File: src/rtl/jtag_tap_master.sv
// jtag_tap_master
// Initiator for a boundary-scan TAP. It takes one IR or DR shift command at a
// time and walks the TAP from Run-Test/Idle back to Run-Test/Idle. It then
// returns the TDO bits captured during the shift.
//
// Ports
//   clk, rst             system clock, synchronous active-high reset
//   cmd_valid/cmd_ready  command handshake; cmd_is_ir, cmd_len, cmd_data qualify it
//   rsp_valid            one-clk response pulse; rsp_err flags an illegal length
//   rsp_data             captured TDO, bit i = i-th shift bit, held until next response
//   tck, tms, tdi        outputs to the TAP
//   tdo                  input from the TAP
//   trstn                TAP reset, active-low
//
// state    | meaning
// ST_RST   | 5 TCKs with tms=1, then 1 TCK with tms=0 (TLR -> Run-Test/Idle)
// ST_IDLE  | ready for a command, tck parked low
// ST_LOAD  | command latched, length checked
// ST_HDR   | Select-DR[/IR], Capture, Shift entry
// ST_SHIFT | cmd_len data bits, tms=1 on the last bit (Exit1)
// ST_TRL   | Update, then back to Run-Test/Idle
// ST_DONE  | response pulse, already able to accept the next command
// ST_ERR   | error response pulse for an illegal length, no TCK activity

module jtag_tap_master #(
    parameter int MAX_LEN = 32,
    parameter int CLK_DIV = 2
) (
    input  logic               clk,
    input  logic               rst,
    input  logic               cmd_valid,
    output logic               cmd_ready,
    input  logic               cmd_is_ir,
    input  logic [5:0]         cmd_len,
    input  logic [MAX_LEN-1:0] cmd_data,
    output logic               rsp_valid,
    output logic               rsp_err,
    output logic [MAX_LEN-1:0] rsp_data,
    output logic               tck,
    output logic               tms,
    output logic               tdi,
    input  logic               tdo,
    output logic               trstn
);
    localparam int IW = $clog2(MAX_LEN);
    localparam int DW = (CLK_DIV < 2) ? 1 : $clog2(CLK_DIV);
    localparam logic [DW-1:0] DIV_LOAD = DW'(CLK_DIV - 1);
    localparam logic [6:0]    LEN_MAX  = 7'(MAX_LEN);

    typedef enum logic [2:0] {
        ST_RST, ST_IDLE, ST_LOAD, ST_HDR, ST_SHIFT, ST_TRL, ST_DONE, ST_ERR
    } state_t;

    state_t              r_state;
    state_t              w_state_n;
    logic [5:0]          r_cnt;
    logic [5:0]          w_cnt_n;
    logic                r_run;
    logic [DW-1:0]       r_div;
    logic                r_tck;
    logic                r_tms;
    logic                r_tdi;
    logic                r_trstn;
    logic                r_is_ir;
    logic [5:0]          r_len;
    logic [MAX_LEN-1:0]  r_data;
    logic [MAX_LEN-1:0]  r_cap;
    logic [MAX_LEN-1:0]  r_rsp_data;

    logic                w_tick;
    logic                w_rise;
    logic                w_fall;
    logic                w_last;
    logic                w_load;
    logic                w_accept;
    logic                w_len_ok;
    logic [5:0]          w_len_m1;
    logic                w_tms_n;
    logic                w_tdi_n;

    // TCK engine: r_div counts clks left in the current phase. A phase ends
    // when it reaches zero.
    assign w_tick   = r_run && (r_div == '0);
    assign w_rise   = w_tick && !r_tck;
    assign w_fall   = w_tick && r_tck;
    assign w_accept = cmd_valid && cmd_ready;
    assign w_len_m1 = r_len - 6'd1;
    assign w_len_ok = (r_len != 6'd0) && ({1'b0, r_len} <= LEN_MAX);

    // A new low phase starts either at the end of a high phase or when a
    // checked command leaves ST_LOAD. In both cases tms/tdi are loaded for the
    // TCK that follows.
    assign w_load = (w_fall || (r_state == ST_LOAD)) &&
                    (w_state_n inside {ST_RST, ST_HDR, ST_SHIFT, ST_TRL});

    always_ff @(posedge clk) begin
        if (rst) begin
            r_state <= ST_RST;
            r_cnt   <= 6'd0;
        end else begin
            r_state <= w_state_n;
            r_cnt   <= w_cnt_n;
        end
    end

    always_comb begin
        case (r_state)
            ST_RST:   w_last = (r_cnt == 6'd5);
            ST_HDR:   w_last = (r_cnt == (r_is_ir ? 6'd3 : 6'd2));
            ST_SHIFT: w_last = (r_cnt == w_len_m1);
            ST_TRL:   w_last = (r_cnt == 6'd1);
            default:  w_last = 1'b0;
        endcase
    end

    always_comb begin
        w_state_n = r_state;
        w_cnt_n   = r_cnt;
        case (r_state)
            ST_IDLE, ST_DONE: begin
                w_state_n = w_accept ? ST_LOAD : ST_IDLE;
                w_cnt_n   = 6'd0;
            end
            ST_LOAD: begin
                w_state_n = w_len_ok ? ST_HDR : ST_ERR;
                w_cnt_n   = 6'd0;
            end
            ST_ERR: w_state_n = ST_IDLE;
            ST_RST, ST_HDR, ST_SHIFT, ST_TRL: begin
                if (w_fall) begin
                    if (w_last) begin
                        w_cnt_n = 6'd0;
                        case (r_state)
                            ST_RST:   w_state_n = ST_IDLE;
                            ST_HDR:   w_state_n = ST_SHIFT;
                            ST_SHIFT: w_state_n = ST_TRL;
                            default:  w_state_n = ST_DONE;
                        endcase
                    end else begin
                        w_cnt_n = r_cnt + 6'd1;
                    end
                end
            end
            default: w_state_n = ST_RST;
        endcase
    end

    // Output decode. tms/tdi are computed for the TCK that is about to start.
    always_comb begin
        w_tms_n = r_tms;
        w_tdi_n = r_tdi;
        case (w_state_n)
            ST_RST: begin
                w_tms_n = (w_cnt_n != 6'd5);
                w_tdi_n = 1'b0;
            end
            ST_HDR: begin
                w_tms_n = r_is_ir ? (w_cnt_n <= 6'd1) : (w_cnt_n == 6'd0);
                w_tdi_n = 1'b0;
            end
            ST_SHIFT: begin
                w_tms_n = (w_cnt_n == w_len_m1);
                w_tdi_n = r_data[w_cnt_n[IW-1:0]];
            end
            ST_TRL: begin
                w_tms_n = (w_cnt_n == 6'd0);
                w_tdi_n = 1'b0;
            end
            default: ;
        endcase
        cmd_ready = (r_state == ST_IDLE) || (r_state == ST_DONE);
        rsp_valid = (r_state == ST_DONE) || (r_state == ST_ERR);
        rsp_err   = (r_state == ST_ERR);
    end

    always_ff @(posedge clk) begin
        if (rst) begin
            // The reset sequence's first low phase begins on the last reset clk.
            r_run      <= 1'b1;
            r_div      <= DIV_LOAD;
            r_tck      <= 1'b0;
            r_tms      <= 1'b1;
            r_tdi      <= 1'b0;
            r_trstn    <= 1'b0;
            r_is_ir    <= 1'b0;
            r_len      <= 6'd0;
            r_data     <= '0;
            r_cap      <= '0;
            r_rsp_data <= '0;
        end else begin
            r_trstn <= 1'b1;
            if (r_run) begin
                if (w_tick) begin
                    r_div <= DIV_LOAD;
                    r_tck <= ~r_tck;
                end else begin
                    r_div <= r_div - 1'b1;
                end
            end
            if (w_load) begin
                r_run <= 1'b1;
                r_div <= DIV_LOAD;
                r_tms <= w_tms_n;
                r_tdi <= w_tdi_n;
            end else if (w_fall) begin
                r_run <= 1'b0;
            end
            if (w_accept) begin
                r_is_ir <= cmd_is_ir;
                r_len   <= cmd_len;
                r_data  <= cmd_data;
                r_cap   <= '0;
            end
            if (w_rise && (r_state == ST_SHIFT))
                r_cap[r_cnt[IW-1:0]] <= tdo;
            if ((r_state == ST_LOAD) && !w_len_ok)
                r_rsp_data <= '0;
            if ((r_state == ST_TRL) && (w_state_n == ST_DONE))
                r_rsp_data <= r_cap;
        end
    end

    assign tck      = r_tck;
    assign tms      = r_tms;
    assign tdi      = r_tdi;
    assign trstn    = r_trstn;
    assign rsp_data = r_rsp_data;

endmodule
File: config.mk
export PLATFORM = sky130hd
export DESIGN_NAME = jtag_tap_master
export DESIGN_NICKNAME = d
export VERILOG_FILES = /design/src/rtl/jtag_tap_master.sv
export SDC_FILE = /design/constraint.sdc
export NUM_CORES = 1
export LEC_CHECK = 0
export CORE_ASPECT_RATIO = 0.7
export CORE_MARGIN = 2
export CORE_UTILIZATION = 59
export DETAILED_ROUTE_END_ITERATION = 7
export GPL_TIMING_DRIVEN = 0
export PLACE_DENSITY = 0.89
export SKIP_LAST_GASP = 1
export SLEW_MARGIN = 10
export SYNTH_ARGS = -nofsm -noshare
export SYNTH_HDL_FRONTEND = slang
export SYNTH_SLANG_ARGS = --single-unit
export TNS_END_PERCENT = 50
File: constraint.sdc
create_clock -name clk -period 6.3 [get_ports clk]
set_clock_uncertainty 0.2 [all_clocks]
set_input_delay 1.26 -clock clk [delete_from_list [all_inputs] [get_ports clk]]
set_output_delay 1.26 -clock clk [all_outputs]
set_load 0.05 [all_outputs]
==> summary.txt <==
CTS
  • Root Buffer: clkbuf_16
  • Hold buffers post-CTS: 0
  • Clk_lat worst skew: between 400 and 500 ps
  • CTS tree: built
  • Reg clk slew, reported paths: 60 ps
  • H-Tree Depth: 4
  • Sink Count: about 120
  • Cts bufs inserted: 17
  • CTS Buffer Depth: 2
  • Post-CTS Setup Bufs: 0
  • Post-cts gate resize count: 0

Power
  • Clock power share: about half
  • Net Sw Power: approximately 0.48 mW
  • Seq pwr share: about two fifths
  • Power Density: between 200 and 300 nW/um^2
  • Combinational Power Share: under 10%
  • Peak VDD IR: just over 0.0002 V
  • Sw Share: approximately a quarter
  • Internal power: between 1 and 1.5 mW
  • LEAKAGE: around 2.4 nW

Logic synthesis
  • Synth warn: 0
  • Average cell area after synthesis: just under 8 sq um
  • Syn Nets: about 780
  • Yosys top cell by area: dfxtp_1
  • Synth unique cells: ~60
  • Top post-synthesis cells by area: dfxtp_1, a21oi_1, nand2_1
  • Syn Inst Count: 730
  • Number of flops mapped to enable cells by yosys: 0
  • Synthesized flop and latch total: about 120
  • Prevailing post-synth register cell: dfxtp_1
  • Synth top area share: roughly two fifths
  • Post-Syn Area: 5710 sq um
  • Async S/R FF share, synth: 0%
  • Post-synth top cells: nand2_1, a21oi_1, dfxtp_1
  • Register area share after synthesis: about 41%
  • Most numerous cell in the Yosys netlist: nand2_1

Finish
  • Utilization after layout: between 70% and 80%
  • Post-route cell area: 7270 sq um
  • Synth-to-Final Area Change: 27.2%
  • FILL cells: 719
  • Post-route insts no fill: between 900 and 1,000
  • Layout Nets: 879
  • Multi-input logic area: just over 3000 sq um
  • Layout cells sized above 1: around 6.3%
  • FF+latch area: 2360 sq um
  • # diodes: 0

Setup path
  • R2R Path Start: r_len[0]$_SDFFE_PP0P_
  • FF-to-FF setup slack: around 2000 ps
  • Crit end category: register
  • Critical Path End: tdi$_SDFFE_PP0P_
  • Type of the worst setup path: reg -> reg
  • Worst reg2reg path depth: 15
  • Worst-path maximum fanout: 10
  • Crit path required time: 6400 ps
  • Critical Path Start Type: register
  • CP startpoint: r_len[0]$_SDFFE_PP0P_
  • CP arrival: approximately 4400 ps
  • R2r endpoint: tdi$_SDFFE_PP0P_

Placed design
  • DP Cell Count: ~940
  • RD Place Congestion: between 0.9 and 1
  • Placed cell area: roughly 6700 sq um
  • DP Wirelength: ~12,000 microns
  • I/O Buffers: 81

Route
  • Post-route ant nets: 0
  • Drt pass-1 iters: 8
  • Vias: ~6,000
  • Starting DRT DRC Count: 770
  • DR vias/cell: slightly above 6
  • Routed WL: approximately 17,000 microns
  • Post-route DRC: 1
  • Drt wl/cell: ~18 microns

Timing
  • Worst slew margin: between 30% and 40%
  • Final TNS setup: 0 ps
  • RSZ-0062 raised after global routing: no
  • Final Hold Vio Count: 0
  • Fin crit share: 68.1%
  • Final hold slack: approximately 260 ps
  • Slew @ Worst Pin: between 900 and 1000 ps
  • Final setup violation count: 0
  • Final period demand of the worst path: between 4000 and 5000 ps
  • Max frequency: around 0.23 GHz
  • Max Slew Vio Count: 0

GRT
  • Antenna violations before repair: 0
  • Largest net degree at the start of global routing: 17
  • Total track usage: 33.7%
  • First-pass GRT wire length: roughly 28,000 microns
  • Total grt overflow: 0
  • Vias in the first global route: roughly 5,600

Job
  • Max-Cap Viols: 0

Floorplanning
  • Die area: between 10,000 and 15,000 sq um
  • Row count: 30
  • Io pins: 82
  • Die height: between 80 and 90 microns
  • Core Area: ~9600 sq um
  • Starting Density: between 50% and 60%
  • Die X: 122 microns

Min path
  • Worst min path class: reg -> reg

Run status
  • Failing checks: design-rule violations
  • Outcome: complete, but fails checks
==> stage by stage <==
step	setup slack (ps)	total power, mW
2_1_floorplan	2640	0.879
3_3_place_gp	2230	0.939
3_5_place_dp	2090	0.944
4_1_cts	2040	1.88
5_1_grt	1850	1.92
6_report	2010	1.89
==> registers in the layout, indices dropped and copies added (netlist names) <==
| signal | flops |
|---|---|
| r_div | 1 |
| r_data | 32 |
| r_len | 6 |
| tms | 1 |
| rsp_data | 32 |
| r_cnt | 6 |
| r_cap | 32 |
| tdi | 1 |
| trstn | 1 |
| r_state | 3 |
| r_is_ir | 1 |
| r_run | 1 |
| tck | 1 |
==> final cells by class <==
cell class / instances / share of cell area (%)
plain buffers: 56 / 3.03
flip-flops and latches: 118 / 32.5
well taps: 128 / 2.20
clock buffers: 17 / 5.86
inverters: 8 / 0.413
clock inverters: 15 / 2.15
multi-input cells: 548 / 42.7
repair buffers: 81 / 11.2
==> kinds of logic (layout without fill, tap and decap cells) <==
| logic type | Yosys count | count (layout) | synth area share (%) |
|---|---|---|---|
| DFF | 118 | 118 | 41.3 |
| AOI/OAI and AO/OA | 184 | 184 | 20.2 |
| adders and majority gates | 6 | 6 | 1.31 |
| muxes | 16 | 16 | 2.89 |
| and+or+nand+nor | 324 | 324 | 26.9 |
| buffers and inverters | 64 | 177 | 4.38 |
| xor gates and xnor gates | 18 | 18 | 3.00 |
==> worst min path at each step <==
stage	start	to	slack, ps	cells past startpoint
final	r_cap[5]$_SDFF_PP0_	rsp_data[5]$_SDFFE_PP0P_	260	2
after global routing	r_data[24]$_SDFFE_PP0P_	r_data[24]$_SDFFE_PP0P_	280	2
after CTS	r_data[4]$_SDFFE_PP0P_	r_data[4]$_SDFFE_PP0P_	250	2
after detailed placement	r_cap[14]$_SDFF_PP0_	rsp_data[14]$_SDFFE_PP0P_	250	2
after global placement	r_data[14]$_SDFFE_PP0P_	r_data[14]$_SDFFE_PP0P_	240	2
after floorplan	r_cap[0]$_SDFF_PP0_	rsp_data[0]$_SDFFE_PP0P_	230	2
==> metal layers <==
metal / up-vias / global-route usage (%) / share of wire [%]
met1: 2787 / 46.4 / 43
met5: - / 0 / 0
met2: 382 / 51.4 / 44
met3: 42 / 7.83 / 11
li1: 2769 / - / -
met4: 0 / 13.7 / 2.1
==> power by group through the flow <==
stage	sequential, mW	combinational, mW	clock (mW)
floorplan	0.794	0.0847	0
global placement	0.782	0.157	0
detailed placement	0.782	0.161	0
CTS	0.767	0.164	0.944
global route	0.768	0.177	0.974
finish	0.768	0.169	0.950
==> worst max-delay path: stages, from the launching register on <==
cell	delay [ps]
dfxtp_1	300
buf_2	190
inv_1	80
ha_1	330
or4b_1	500
and3_4	210
a2111oi_4	300
nand4_2	250
o21a_4	320
a31oi_4	390
buf_4	290
mux2i_1	240
mux2_2	180
nand2_1	50
a32oi_1	240
nand3_1	100
==> cells in the final DEF (no fill, tap or decap), types with 12 or more instances in the layout <==
cell / synthesis / layout
a21oi_1: 120 / 120
and2_1: 12 / 12
clkbuf_1: 52 / 52
clkbuf_16: 0 / 17
clkdlybuf4s50_1: 0 / 81
dfxtp_1: 118 / 118
mux2i_1: 12 / 12
nand2_1: 155 / 155
nand3_1: 87 / 87
nor2_1: 19 / 19
o211ai_1: 20 / 20
Power figures use the tool's default switching activity.
==> RTL change 1, RTL diff (same flow settings) <==
`CLK_DIV`: 2 -> 4.
--- a/src/rtl/jtag_tap_master.sv
+++ b/src/rtl/jtag_tap_master.sv
@@ -24,7 +24,7 @@
 
 module jtag_tap_master #(
     parameter int MAX_LEN = 32,
-    parameter int CLK_DIV = 2
+    parameter int CLK_DIV = 4
 ) (
     input  logic               clk,
     input  logic               rst,
Formal check against the unedited RTL: not equivalent (Yosys sat finds a counterexample within 4 cycles, from zero or initial values and one cycle with rst high).
==> RTL change 1 against the unedited design <==
  * Sequential cell count is 1 higher
  * Critical endpoint is now rsp_err
  * Cell area is 0.46% lower
  * Sequential power is 1% higher
  * Critical path type is now reg2out
  * Fmax is 4.9% higher
  * Setup slack better by 0.20 ns
  * Area after synthesis is 1.0% lower
  * Power is 4.7% higher
  * Wire length is 1.2% lower
==> RTL change 1: results (changes against the unedited design) <==
Area contributors post-synth: dfxtp_1, nand2_1, a21oi_1
Seq/Total Area, Yosys: 42.1% (+0.78 points)
I/O Buffers: 80 (-1.2%)
Worst Max-Slew Pin Slew: 0.953 ns (-0.00694 ns)
Gp weighted congestion: 0.976 (+1.5%)
TritonRoute pass-1 iters: 6 (-2)
M1 GR Usage: 48.5% (+2.1 points)
GRT Total Usage: 34.1% (+0.39 points)
Cts repair resizes: 0 (unchanged)
Lkg Pwr: 0.00254 uW (+7.0%)
Vias per cell: 6.04 (-2.0%)
Setup bufs post-CTS: 0 (unchanged)
Yosys warnings: 0 (unchanged)
M2 GR Usage: 51.2% (-0.20 points)
XOR/XNOR Fraction of Synth Area: 3.34% (+0.34 points)
DPL Wire Length: 12,400 um (+3.3%)
Unique masters post-synth: 54 (-11%)
Setup violators final: 0 (unchanged)
Cell family with most CP delay: buffers and inverters
Crit Path Max Fanout: 10 (unchanged)
H-tree depth: 4 (unchanged)
CP required: 4.84 ns (-1.56 ns)
Crit path largest cell delay: 0.88 ns (+0.38 ns)
Compound-Gate Fraction of Synth Area: 18.6% (-1.6 points)
Total CTS buffers: 17 (unchanged)
Layout net count: 880 (+0.11%)
Status: finished clean
Hold Crit Class: reg2reg
Synth cell count leaders: nand2_1, a21oi_1, dfxtp_1, nand3_1, clkbuf_1
Number of global-route vias before repair: 5,414 (-3.3%)
Async SR Flop Fraction: 0% (unchanged)
First-pass GRT wire length: 27,400 um (-0.85%)
Share of cells above drive strength 1: 6.17% (-0.12 points)
Adder-cell share of the synthesized area: 1.55% (+0.23 points)
WL per Instance: 17.8 um (-0.78%)
Initial antenna violation count: 0 (unchanged)
Mux cell area share after synthesis: 2.50% (-0.39 points)
Clk slew on worst S/H paths: 0.06 ns (about the same)
Clock buffer depth: 2 (unchanged)
Peak VDD IR: 0.000203 V (-1.3%)
Initial DRC Count: 706 (-8.3%)
Worst-skew pair later-pin latency: 0.41 ns
Post-Syn Nets: 781 (+0.26%)
Met3 GRT Util: 8.11% (+0.28 points)
CP max stage cell: clkdlybuf4s50_1
CTS tree: yes
Post-place instance area: 0.00661 sq mm (-1.1%)
Fill count: 629 (-13%)
-- RTL change 1: area by class of cell --
class                      count  share of cell area [%]
buffer                        55                    3.36
clock buffer                  20                    6.18
clock inverter                12                    2.42
inverter                      14                   0.727
multi-input combinational    543                    41.2
sequential                   119                    32.9
tap                          124                    2.15
timing repair buffer          80                    11.1
-- RTL change 1: per-stage QoR --
step,cells,worst slack (ns),utilization [%],power (uW)
after floorplan,731,2.96,-,898
after global placement,935,2.55,72.0,954
after detailed placement,935,2.54,72.0,963
after CTS,967,2.26,78.8,1970
after global routing,967,2.12,78.8,2020
final,967,2.21,78.8,1970
-- RTL change 1: routing by layer --
metal  part of all wire (%)  routed length (um)  vias to the layer above
met2                     43                7470                      358
met4                    2.1                 355                        0
met5                      0                   0                        -
met3                     11                1900                       46
li1                       -                   -                     2718
met1                     43                7490                     2716
-- RTL change 1: worst reg2reg max path: cells and delay by family, from the launching register on --
kind	cells	cell delay, ns
compound gates	6	1.28
fa+ha+maj	1	0.25
xor+xnor	2	0.64
flops	1	0.40
buf+inv	3	0.46
mux	3	0.57
-- RTL change 1: cell families after synthesis --
| logic type | after synthesis |
|---|---|
| adders and majority gates | 7 |
| and+or+nand+nor | 328 |
| buffers and inverters | 69 |
| DFF | 119 |
| AOI/OAI and AO/OA | 174 |
| xor gates and xnor gates | 20 |
| muxes | 14 |
-- RTL change 1: where the power goes --
group          switching (uW)  internal, uW  total, uW
combinational             107          68.8        176
clock                     350           671       1020
sequential               10.9           767        778
total                     468          1510       1970
-- RTL change 1: worst paths after layout --
check / from / endpoint / slack [ns] / cells after the start
max reg2reg: r_len[0] / tdi / 2.40 / 15
min: r_data[30] / r_data[30] / 0.26 / 2
max: r_state[2] / rsp_err / 2.21 / 4
min reg2reg: r_data[30] / r_data[30] / 0.26 / 2
==> RTL change 2, RTL diff (config.mk and constraints unchanged) <==
Without the edit above. Register the output `rsp_err`, with the module's reset; this adds one clock of latency there. The other outputs are not delayed to match.
--- a/src/rtl/jtag_tap_master.sv
+++ b/src/rtl/jtag_tap_master.sv
@@ -51,6 +51,8 @@
         ST_RST, ST_IDLE, ST_LOAD, ST_HDR, ST_SHIFT, ST_TRL, ST_DONE, ST_ERR
     } state_t;
 
+    logic rsp_err_d;
+
     state_t              r_state;
     state_t              w_state_n;
     logic [5:0]          r_cnt;
@@ -170,7 +172,7 @@
         endcase
         cmd_ready = (r_state == ST_IDLE) || (r_state == ST_DONE);
         rsp_valid = (r_state == ST_DONE) || (r_state == ST_ERR);
-        rsp_err   = (r_state == ST_ERR);
+        rsp_err_d = (r_state == ST_ERR);
     end
 
     always_ff @(posedge clk) begin
@@ -226,4 +228,12 @@
     assign trstn    = r_trstn;
     assign rsp_data = r_rsp_data;
 
+    always_ff @(posedge clk) begin
+        if (rst) begin
+            rsp_err <= '0;
+        end else begin
+            rsp_err <= rsp_err_d;
+        end
+    end
+
 endmodule
Function: no difference found for any inputs over 10 cycles, from zero or initial values and one cycle with rst high; that may be too few to reach the edited logic, so the function may still have changed.
==> RTL change 2 against the unedited design <==
  * Wire length shrank 2.9%
  * Sequential cell count grew 1
  * Synthesized cell count grew 0.41%
  * Power grew 0.65%
  * Fmax grew 6.9%
  * Combinational power shrank 6%
  * Critical path depth shrank 11
  * Non-clock buffer count grew 2
  * Cell area is the same
  * Sequential share of layout area grew 0.28 points
  * Area after synthesis is essentially flat
  * Setup slack gained 0.28 ns
  * Core utilization is the same
==> RTL change 2: results (changes against the unedited design) <==
Status: finished clean
Hold EP: rsp_data[13]
Root Driver: clkbuf_16
Syn Inst Count: 733 (+0.41%)
Hold Startpoint: r_cap[13]
Gp weighted congestion: 0.995 (+3.5%)
Async SR Flop Fraction: 0% (unchanged)
Fill count: 723 (+0.56%)
Worst r2r path cells: 12 (-3)
TritonRoute pass-1 iters: 7 (-1)
End of the worst register-to-register path: rsp_data[14]
Layout net count: 881 (+0.23%)
Crit path largest cell delay: 0.82 ns (+0.32 ns)
Vias per cell: 6.05 (-1.7%)
Worst-skew pair later-pin latency: 0.41 ns
Post-Syn Nets: 782 (+0.39%)
Cell family with most CP delay: buffers and inverters
Setup Slack @ Placement: 2.67 ns (+0.581 ns)
Arrival time worst endpoint: 2.55 ns (-1.84 ns)
Hold_ws: 0.251 ns (-0.00362 ns)
Post-Layout Cell Count: 971 (unchanged)
Unique masters post-synth: 64 (+4.9%)
Initial DRC Count: 755 (-1.9%)
WL per Instance: 17.4 um (-2.9%)
Share of cells above drive strength 1: 6.41% (+0.12 points)
Worst slew margin: 38.8% (+2.9 points)
Synth cell count leaders: nand2_1, dfxtp_1, a21oi_1, nand3_1, clkbuf_1
CP startpoint: r_state[1]
First-pass GRT wire length: 27,200 um (-1.6%)
Seq/Total Area, Yosys: 41.7% (+0.31 points)
CP max stage cell: clkdlybuf4s50_1
Initial antenna violation count: 0 (unchanged)
Lkg Pwr: 0.00238 uW (about the same)
Area contributors post-synth: dfxtp_1, nand2_1, a21oi_1
I/O Buffers: 80 (-1.2%)
Number of global-route vias before repair: 5,464 (-2.4%)
GRT Total Usage: 33.4% (-0.27 points)
R2r setup slk: 2.50 ns (+0.49 ns)
Peak VDD IR: 0.000196 V (-4.9%)
[RTL change 2: power by group]
group	switching, uW	internal [uW]
Clock	333	635
Combinational	88.3	70.3
Sequential	10.7	761
Total	432	1470
[RTL change 2: stage by stage]
step | instance area (sq um) | utilization (%)
after global routing | 7270 | 75.9
after global placement | 6680 | 69.8
final | 7270 | 75.9
after CTS | 7270 | 75.9
after detailed placement | 6680 | 69.8
after floorplan | 5720 | -
[RTL change 2: metal layers]
metal	routed length (um)	vias to the layer above	track usage, %
met5	0	-	0
met4	319	0	12.2
met3	1700	35	8.09
met2	7330	324	50.1
met1	7560	2770	47.0
li1	-	2747	-
[RTL change 2: worst max path at each step]
stage	endpoint	slack (ns)	cells after the start
finish	rsp_valid	2.29	4
global route	rsp_valid	2.17	4
CTS	rsp_valid	2.31	4
detailed placement	tdi	2.67	13
global placement	rsp_valid	2.74	4
floorplan	tdi	3.23	13
[RTL change 2: layout make-up]
cell class / instances / area share, %
Timing Repair Buffer: 80 / 11.0
Clock buffer: 21 / 6.34
Multi-Input combinational cell: 545 / 41.9
Buffer: 59 / 3.48
Sequential cell: 119 / 32.8
Tap cell: 128 / 2.20
Clock inverter: 9 / 1.74
Inverter: 10 / 0.517
[RTL change 2: worst reg2reg max path, cell delays in order (launching register included)]
cell and delay [ns]:
dfxtp_1 0.37, inv_1 0.15, ha_1 0.27, nor3b_2 0.19
xnor2_1 0.30, a21oi_1 0.12, o311a_2 0.44, nor2_4 0.27
nand2_1 0.19, nor2_1 0.51, clkbuf_1 0.45, nand2_1 0.15
a21oi_1 0.13
[RTL change 2: logic make-up after synthesis]
group | synth area share [%]
flops | 41.7
fa+ha+maj | 1.31
mux | 3.41
simple gates | 27.3
compound gates | 18.1
buf+inv | 5.08
xor+xnor | 3.15
